File: src/rtl/tx_frame_arbiter_pkg.sv
// Shared encodings for the TX frame arbiter: its own FSM states, the TX core
// state codes it observes, and FIFO / enable level names.
package tx_frame_arbiter_pkg;

  typedef enum logic [4:0] {
    ST_IDLE  = 5'b0_0001,
    ST_GRANT = 5'b0_0010,
    ST_XFER  = 5'b0_0100,
    ST_DRAIN = 5'b0_1000,
    ST_GAP   = 5'b1_0000
  } arb_state_e;

  localparam logic [4:0] TX_INTERVAL = 5'b0_0001;
  localparam logic [4:0] TX_STARTBIT = 5'b0_0010;
  localparam logic [4:0] TX_DATABIT  = 5'b0_0100;
  localparam logic [4:0] TX_PARITY   = 5'b0_1000;
  localparam logic [4:0] TX_STOPBIT  = 5'b1_0000;

  localparam logic FIFO_EMPTY    = 1'b1;
  localparam logic FIFO_NONEMPTY = 1'b0;

  localparam logic ARB_ENABLE  = 1'b1;
  localparam logic ARB_DISABLE = 1'b0;

endpackage

File: src/rtl/tx_frame_arbiter_rr_pick.sv
// Combinational round-robin selector: first set request at or after ptr+1,
// wrapping, returned one-hot.
module rr_pick #(
  parameter int unsigned N  = 4,
  parameter int unsigned PW = (N > 1) ? $clog2(N) : 1
) (
  input  logic [N-1:0]  req,
  input  logic [PW-1:0] ptr,
  output logic [N-1:0]  pick
);

  int unsigned idx;
  logic        found;

  always_comb begin
    pick  = '0;
    found = 1'b0;
    idx   = 0;
    for (int unsigned off = 1; off <= N; off++) begin
      idx = (32'(ptr) + off) % N;
      if (!found && req[PW'(idx)]) begin
        pick[PW'(idx)] = 1'b1;
        found          = 1'b1;
      end
    end
  end

endmodule

File: src/rtl/tx_frame_arbiter.sv
// Frame-granular round-robin arbiter feeding one UART TX FIFO from REQ_NUM
// byte-stream requesters, with drain wait and baud-tick inter-frame gap.
module tx_frame_arbiter
  import tx_frame_arbiter_pkg::*;
#(
  parameter int unsigned REQ_NUM   = 4,
  parameter logic [15:0] MAX_FRAME = 16'd256,
  parameter logic [3:0]  GAP_BITS  = 4'd2
) (
  input  logic                 clk,
  input  logic                 rst,
  input  logic                 p_Enable_i,
  input  logic                 p_BaudSig_i,
  input  logic [4:0]           TxState_i,
  input  logic                 p_FiFoFull_i,
  input  logic                 p_FiFoEmpty_i,
  input  logic [REQ_NUM-1:0]   p_Req_i,
  input  logic [REQ_NUM-1:0]   p_Last_i,
  input  logic [8*REQ_NUM-1:0] Data_i,
  output logic [REQ_NUM-1:0]   p_Ack_o,
  output logic [REQ_NUM-1:0]   Grant_o,
  output logic [7:0]           FifoData_o,
  output logic                 p_FifoWr_o,
  output logic                 p_Busy_o,
  output logic                 p_FrameDone_o,
  output logic                 p_Overrun_o
);

  localparam int unsigned PTR_W = (REQ_NUM > 1) ? $clog2(REQ_NUM) : 1;

  arb_state_e         state, state_nxt;
  logic [REQ_NUM-1:0] grant_q, grant_nxt, pick, ack;
  logic [PTR_W-1:0]   ptr_q, ptr_nxt, grant_idx;
  logic [15:0]        byte_cnt, byte_cnt_nxt;
  logic [3:0]         gap_cnt, gap_cnt_nxt;
  logic [7:0]         wdata;
  logic               done, ovr;

  rr_pick #(.N(REQ_NUM), .PW(PTR_W)) u_pick (
    .req  (p_Req_i),
    .ptr  (ptr_q),
    .pick (pick)
  );

  always_comb begin
    grant_idx = '0;
    for (int unsigned i = 0; i < REQ_NUM; i++)
      if (grant_q[i]) grant_idx = PTR_W'(i);
  end

  always_comb begin
    wdata = '0;
    for (int unsigned i = 0; i < REQ_NUM; i++)
      if (ack[i]) wdata = Data_i[8*i +: 8];
  end

  always_ff @(posedge clk or negedge rst) begin
    if (!rst) begin
      state    <= ST_IDLE;
      grant_q  <= '0;
      ptr_q    <= PTR_W'(REQ_NUM - 1);
      byte_cnt <= '0;
      gap_cnt  <= '0;
    end else begin
      state    <= state_nxt;
      grant_q  <= grant_nxt;
      ptr_q    <= ptr_nxt;
      byte_cnt <= byte_cnt_nxt;
      gap_cnt  <= gap_cnt_nxt;
    end
  end

  always_comb begin
    state_nxt    = state;
    grant_nxt    = grant_q;
    ptr_nxt      = ptr_q;
    byte_cnt_nxt = byte_cnt;
    gap_cnt_nxt  = gap_cnt;
    ack          = '0;
    done         = 1'b0;
    ovr          = 1'b0;
    case (state)
      ST_IDLE: begin
        if (p_Enable_i == ARB_ENABLE && |p_Req_i) begin
          grant_nxt = pick;
          state_nxt = ST_GRANT;
        end
      end
      ST_GRANT: begin
        byte_cnt_nxt = '0;
        state_nxt    = ST_XFER;
      end
      ST_XFER: begin
        ack = grant_q & p_Req_i & {REQ_NUM{~p_FiFoFull_i}};
        if (|ack) begin
          byte_cnt_nxt = byte_cnt + 16'd1;
          // Last takes precedence over truncation on the same byte
          if (|(ack & p_Last_i)) begin
            state_nxt = ST_DRAIN;
          end else if (byte_cnt_nxt == MAX_FRAME) begin
            ovr       = 1'b1;
            state_nxt = ST_DRAIN;
          end
        end
      end
      ST_DRAIN: begin
        if (p_FiFoEmpty_i == FIFO_EMPTY && TxState_i == TX_INTERVAL) begin
          done        = 1'b1;
          ptr_nxt     = grant_idx;
          grant_nxt   = '0;
          gap_cnt_nxt = '0;
          state_nxt   = (GAP_BITS == 4'd0) ? ST_IDLE : ST_GAP;
        end
      end
      ST_GAP: begin
        if (p_BaudSig_i) begin
          gap_cnt_nxt = gap_cnt + 4'd1;
          if (gap_cnt_nxt == GAP_BITS) state_nxt = ST_IDLE;
        end
      end
      default: begin
        state_nxt = ST_IDLE;
        grant_nxt = '0;
      end
    endcase
  end

  assign p_Ack_o       = ack;
  assign Grant_o       = grant_q;
  assign FifoData_o    = wdata;
  assign p_FifoWr_o    = |ack;
  assign p_Busy_o      = (state != ST_IDLE);
  assign p_FrameDone_o = done;
  assign p_Overrun_o   = ovr;

endmodule

File: config.mk
export PLATFORM = sky130hd
export DESIGN_NAME = tx_frame_arbiter
export DESIGN_NICKNAME = d
export VERILOG_FILES = /design/src/rtl/tx_frame_arbiter_pkg.sv /design/src/rtl/tx_frame_arbiter_rr_pick.sv /design/src/rtl/tx_frame_arbiter.sv
export SDC_FILE = /design/constraint.sdc
export NUM_CORES = 1
export LEC_CHECK = 0
export CAP_MARGIN = 20
export CELL_PAD_IN_SITES_DETAIL_PLACEMENT = 1
export CELL_PAD_IN_SITES_GLOBAL_PLACEMENT = 2
export CORE_UTILIZATION = 26
export CTS_BUF_LIST = sky130_fd_sc_hd__clkbuf_4 sky130_fd_sc_hd__clkbuf_8 sky130_fd_sc_hd__clkbuf_16
export DETAILED_ROUTE_END_ITERATION = 8
export GPL_ROUTABILITY_DRIVEN = 0
export PLACE_DENSITY = 0.8
export SYNTH_ARGS = -nofsm -noshare
export SYNTH_HDL_FRONTEND = slang
export SYNTH_SLANG_ARGS = --single-unit
export TNS_END_PERCENT = 5
File: constraint.sdc
create_clock -name clk -period 2.8 [get_ports clk]
set_clock_uncertainty 0.2 [all_clocks]
set_input_delay 0.42 -clock clk [delete_from_list [all_inputs] [get_ports clk]]
set_output_delay 0.42 -clock clk [all_outputs]
set_load 0.02 [all_outputs]
* Word level (Yosys, flattened, before mapping) *
Cells that the tools add are included.

cells by class
  add/subtract/negate cells = 6
  $mul = 0
  div/mod/pow operators = 0
  $lt $le $gt $ge = 8
  equality and inequality tests = 15
  shifts and indexed selects = 0
  muxes and demuxes = 52
  bitwise logic cells = 8
  reduce and logical (&&, ||, !) cells = 24

operator list
  kind                     number
  $mux W5                  7
  $mux W4                  8
  $mux W8                  4
  $pmux W16 S2             1
  $pmux W5 S5              1
  $mux W1                  18
  $add A16 B1 Y16 const B  1
  $eq A16 B9 Y1 const B    1
  $mux W16                 1
  $reduce_or A4 Y1         4
  $and A4 B4 Y4            3
  $lt A2 B3 Y1 const B     4
  $or A4 B4 Y4             3
  $pmux W4 S3              1
  $eq A5 B1 Y1 const B     2
  $ne A2 B2 Y1 const B     5
  $logic_and A1 B1 Y1      9
  $bmux W1 S2              4
  $demux W1 S2             4
  $ge A2 B1 Y1 const B     4
  $pmux W4 S2              1
  $reduce_and A3 Y1        2
  $reduce_and A6 Y1        1
  $eq A5 B2 Y1 const B     1
  other kinds (15)         23

storage, ports and cells
  bits in registers = 31
  latch bits = 0
  RAM bits = 0
  bits in read-only memories = 0
  output and inout port bits = 20
  word-level logic and storage cells = 118
  memories kept = 0

* Logic depth before layout (Yosys ltp) *
  depth in word-level cells = 15
  depth in mapped cells = 9

* Modules after synthesis *
A second synthesis with hierarchy kept.

second synthesis, totals
  cell total of the unflattened synthesis = 319
  area, all modules = 2625.0 um^2

by module, submodules not included
  module            instances  cells each  area each (um^2)  sequential area each (um^2)
  tx_frame_arbiter  1          281         2267.2            779.5
  rr_pick           1          38          357.8             0.0

* Worst setup path after synthesis *
OpenSTA, ideal clock, no wires.

  path type = flip-flop to output port
  start point = reg byte_cnt[0]
  end point = out p_Overrun_o
  arrival = 2.112 ns
  required time = 2.180 ns
  slack = 0.068 ns
  stages on the path, launching flop included = 9
  buffers on the path = 1
  cells stage by stage = dfrtp_1 -> ha_1 -> and2_1 -> buf_4 -> nor4_1 -> a311oi_1 -> nor2_1 -> nand4_1 -> nor3_1

between the ends
  cells in the longest elaborated chain, start to end = 6

ends and longest elaborated chain
  item                      RTL line                 RTL
  start: declaration        tx_frame_arbiter.sv:34   logic [15:0] byte_cnt, byte_cnt_nxt;
  start signal: assignment  tx_frame_arbiter.sv:68   byte_cnt <= byte_cnt_nxt;
  $add A16 B1 Y16           tx_frame_arbiter.sv:96   byte_cnt_nxt = byte_cnt + 16'd1;
  $eq A16 B9 Y1             tx_frame_arbiter.sv:100  end else if (byte_cnt_nxt == MAX_FRAME) begin
  $mux W1                   tx_frame_arbiter.sv:100
  $mux W1                   tx_frame_arbiter.sv:98   if (|(ack & p_Last_i)) begin
  $mux W1                   tx_frame_arbiter.sv:95   if (|ack) begin
  $mux W1                   tx_frame_arbiter.sv:82   case (state)
  end: declaration          tx_frame_arbiter.sv:26   output logic p_Overrun_o

No other way between the ends.

* Worst setup path after layout *
Same ends and word-level chain as after synthesis.

==> results.py <==
metrics = {
    "placed_design": {
        "dp_hpwl_um": 7070,
        "io_buffers": 70,
        "place_ws_ps": -390,
    },
    "floorplanning": {
        "die_width_um": 103,
        "initial_utilization_pct": 27.0,
        "coreArea_mm2": 0.00982,
        "ios": 71,
        "die-area_mm2": 0.0106,
        "die_h_um": 103,
        "rows": 36,
    },
    "final_layout": {
        "syn_to_final_growth_pct": 55.1,
        "drive_gt1_share_pct": 27.0,
        "layout.nets": 509,
        "n_antenna_cell": 0,
    },
    "global_route": {
        "use_met3_pct": 1.76,
        "grt_use_met1_pct": 22.8,
        "grt_antenna_before_repair": 0,
        "grt_overflow_total": 0,
        "grt_usage_pct": 17.1,
        "grt_max_degree": 32,
        "grt_util_met2_pct": 29.5,
        "grt_first_pass_wirelength_um": 14400,
        "grt-busiest-layer": "met2",
        "grt_pass1_vias": 3061,
    },
    "min_path": {
        "holdCritStartpoint": "byte_cnt[15]",
        "hold_class": "flop to flop",
        "worstHoldPathCells": 2,
        "hold_end": "byte_cnt[15]",
    },
    "clock_tree": {
        "cts_made_buffers": 5,
        "cts.sinks": 31,
        "clk_pin_slew_ps": 60,
        "cts_buffer_depth": 2,
        "cts-htree-levels": 2,
        "clock_latency_ps": 280,
        "postCtsHoldBufs": 0,
        "cts_root_buffer": "clkbuf_8",
        "cts_tree": "yes",
    },
    "worst_setup_path": {
        "crit_required_ps": 2180,
        "r2r-end": "Grant_o[0]",
        "path_buf_inv": 3,
        "critPathMaxFanout": 7,
        "timing.rr.start": "ptr_q[1]",
        "crit_path_start": "byte_cnt[0]",
        "cp_top_family": "simple AND/OR/NAND/NOR gates",
        "critPathMaxStageDelay_ps": 410,
        "cpMostUsedCell": "buf_4",
        "end_kind": "output pin",
        "slowest_stage": "dfrtp_1",
        "cp_cell_sequence": "buf_4 > and3_1 > a311oi_2 > a311oi_1 > nor2_1 > nand4_1 > nor3_2 > buf_4 > buf_6",
        "cp.arrival_ps": 2240,
        "crit_type": "flop to output pin",
        "reg2reg_setup_slack_ps": 200,
        "r2r_cells": 8,
        "cp-start-kind": "flop",
    },
    "sta": {
        "grt_setup_unrepaired": "yes",
        "drv_slew": 0,
        "hold_ws_ps": 318,
        "fin_crit_ps": 2860,
        "hold_violations": 0,
        "fin_crit_sh_pct": 102,
        "worst_slew_pin_slew_ps": 582,
        "finalWorstSetupSlack_ps": -55.0,
        "slew_headroom_pct": 60.6,
        "max_freq_mhz": 350,
        "setup_viol": 6,
    },
    "route": {
        "routed_wl_um": 8880,
        "via_count": 2972,
        "drt_pre_antenna_iters": 4,
        "vias_per_cell": 5.14,
        "wl_per_cell_um": 15.4,
        "first_iter_violations": 117,
        "postRouteAntennaNets": 0,
        "drc": 0,
    },
    "outcome": {
        "violations": "negative setup slack",
        "status": "finished with violations",
    },
    "synth": {
        "ys_top_cells_by_area": "dfrtp_1 (26%), ha_1 (5.7%), o21ai_0 (5.3%)",
        "synth-async-reset-ratio_pct": 100,
        "synth_edf_count": 0,
        "ys_types": 67,
        "yosysMostFrequentCell": "nand2_1",
        "yosys_warnings": 0,
        "synthTopCellsByCount": "nand2_1 (35), dfrtp_1 (28), o21ai_0 (28)",
        "synth_area_leader_cell": "dfrtp_1",
        "syn_nets": 379,
        "ys_seq_area_share_pct": 29.4,
        "synth_ff_type": "dfrtp_1",
        "synth.top_cell.area_share_pct": 26.5,
        "synth_seq_cells": 31,
        "avgSynthCellArea_um2": 8.38,
        "synth_cells": 316,
        "mappedNetlistArea_mm2": 0.00265,
    },
    "power": {
        "peakVddDrop_mv": 0.184,
        "power_density_mw_per_mm2": 220,
        "p_leak_nw": 1.75,
    },
    "run": {
        "maxCapViolCount": 0,
    },
}
[per-stage QoR]
| step | setup TNS (ps) | instance area [um^2] | total power (W) | cells | util [%] |
|---|---|---|---|---|---|
| after floorplan | 0 | 2650 | 0.000479 | 316 | - |
| after global placement | -3060 | 3940 | 0.000572 | 571 | 40.2 |
| after detailed placement | -3620 | 3940 | 0.000574 | 571 | 40.2 |
| after CTS | -415 | 4050 | 0.000922 | 578 | 41.2 |
| after global routing | -733 | 4110 | 0.000945 | 578 | 41.8 |
| final | -168 | 4110 | 0.000905 | 578 | 41.8 |
[report_power, final]
group          internal [W]  leakage, nW  switching [W]
registers          0.000448        0.414              0
clock network      0.000175       0.0406       0.000165
logic             0.0000777         1.30      0.0000390
[area by class of cell]
cell class	count	area (um^2)
clock buffers	6	76.3
fillers	1214	5710
inverters	9	33.8
multi-input cells	258	1820
flip-flops and latches	31	782
well taps	133	166
repair buffers	141	1230
[cells by family after synthesis]
logic type	Yosys count	share of synthesized area, %
XOR/XNOR	7	2.31
AND/OR/NAND/NOR	135	28.5
buffers and inverters	27	5.01
adder cells (fa/ha/maj)	12	5.67
AO/OA/AOI/OAI	99	25.5
flip-flops	31	29.4
multiplexers	5	3.54
[timing repair]
action                     4_1_cts  5_1_grt
gates resized for setup         29       26
setup endpoints to repair       11       14
pin swaps                        5        8
buffers inserted                 1        0
[worst max path at each step]
stage / endpoint / slack [ps] / depth (start not counted)
final: p_Overrun_o / -60 / 9
after global routing: p_Overrun_o / -190 / 11
after CTS: p_Overrun_o / -70 / 11
after detailed placement: FifoData_o[1] / -390 / 7
after global placement: FifoData_o[4] / -340 / 7
after floorplan: p_Overrun_o / 70 / 8
[per-layer routing]
metal | wire length (um) | vias up | part of all wire, %
met5 | 0 | - | 0
met4 | 73 | 0 | 0.82
met3 | 231 | 6 | 2.6
met2 | 4490 | 38 | 51
met1 | 4090 | 1464 | 46
li1 | - | 1464 | -
[registers in the layout (all words and copies together), names as in the netlist]
signal / count
state: 5
ptr_q: 2
Grant_o: 4
gap_cnt: 4
byte_cnt: 16
[worst register-to-register path, cell delays in order (launching register included)]
cell and delay [ps]:
dfstp_2 610, inv_2 100, ha_1 340, mux4_2 490, nor2b_2 190, a22oi_1 140, nor2_1 60, a221oi_1 230
o21ai_0 110
[cell usage in the layout (no fill, tap or decap), types with 3 or more instances in the layout]
cell and n:
buf_4 68, nand2b_1 4, o31ai_1 15, o211ai_1 3, dfstp_2 3, nor2b_1 7
and4_1 3, a22oi_1 4, a21oi_1 8, nor2_2 3, clkdlybuf4s15_1 5, a31oi_1 4
nand3b_1 3, nand3_1 12, clkdlybuf4s50_1 57, nor2_1 19, mux4_2 3, xor2_1 5
and3_1 5, buf_6 4, nor3_1 11, nand4_1 4, ha_1 11, nand2_1 35
o21ai_1 6, dfrtp_1 26, o21ai_0 27, a221oi_1 12, nor3_2 4, inv_1 6
clkbuf_8 5, nor4_2 3
No activity file was read; power rests on OpenSTA's default activity.
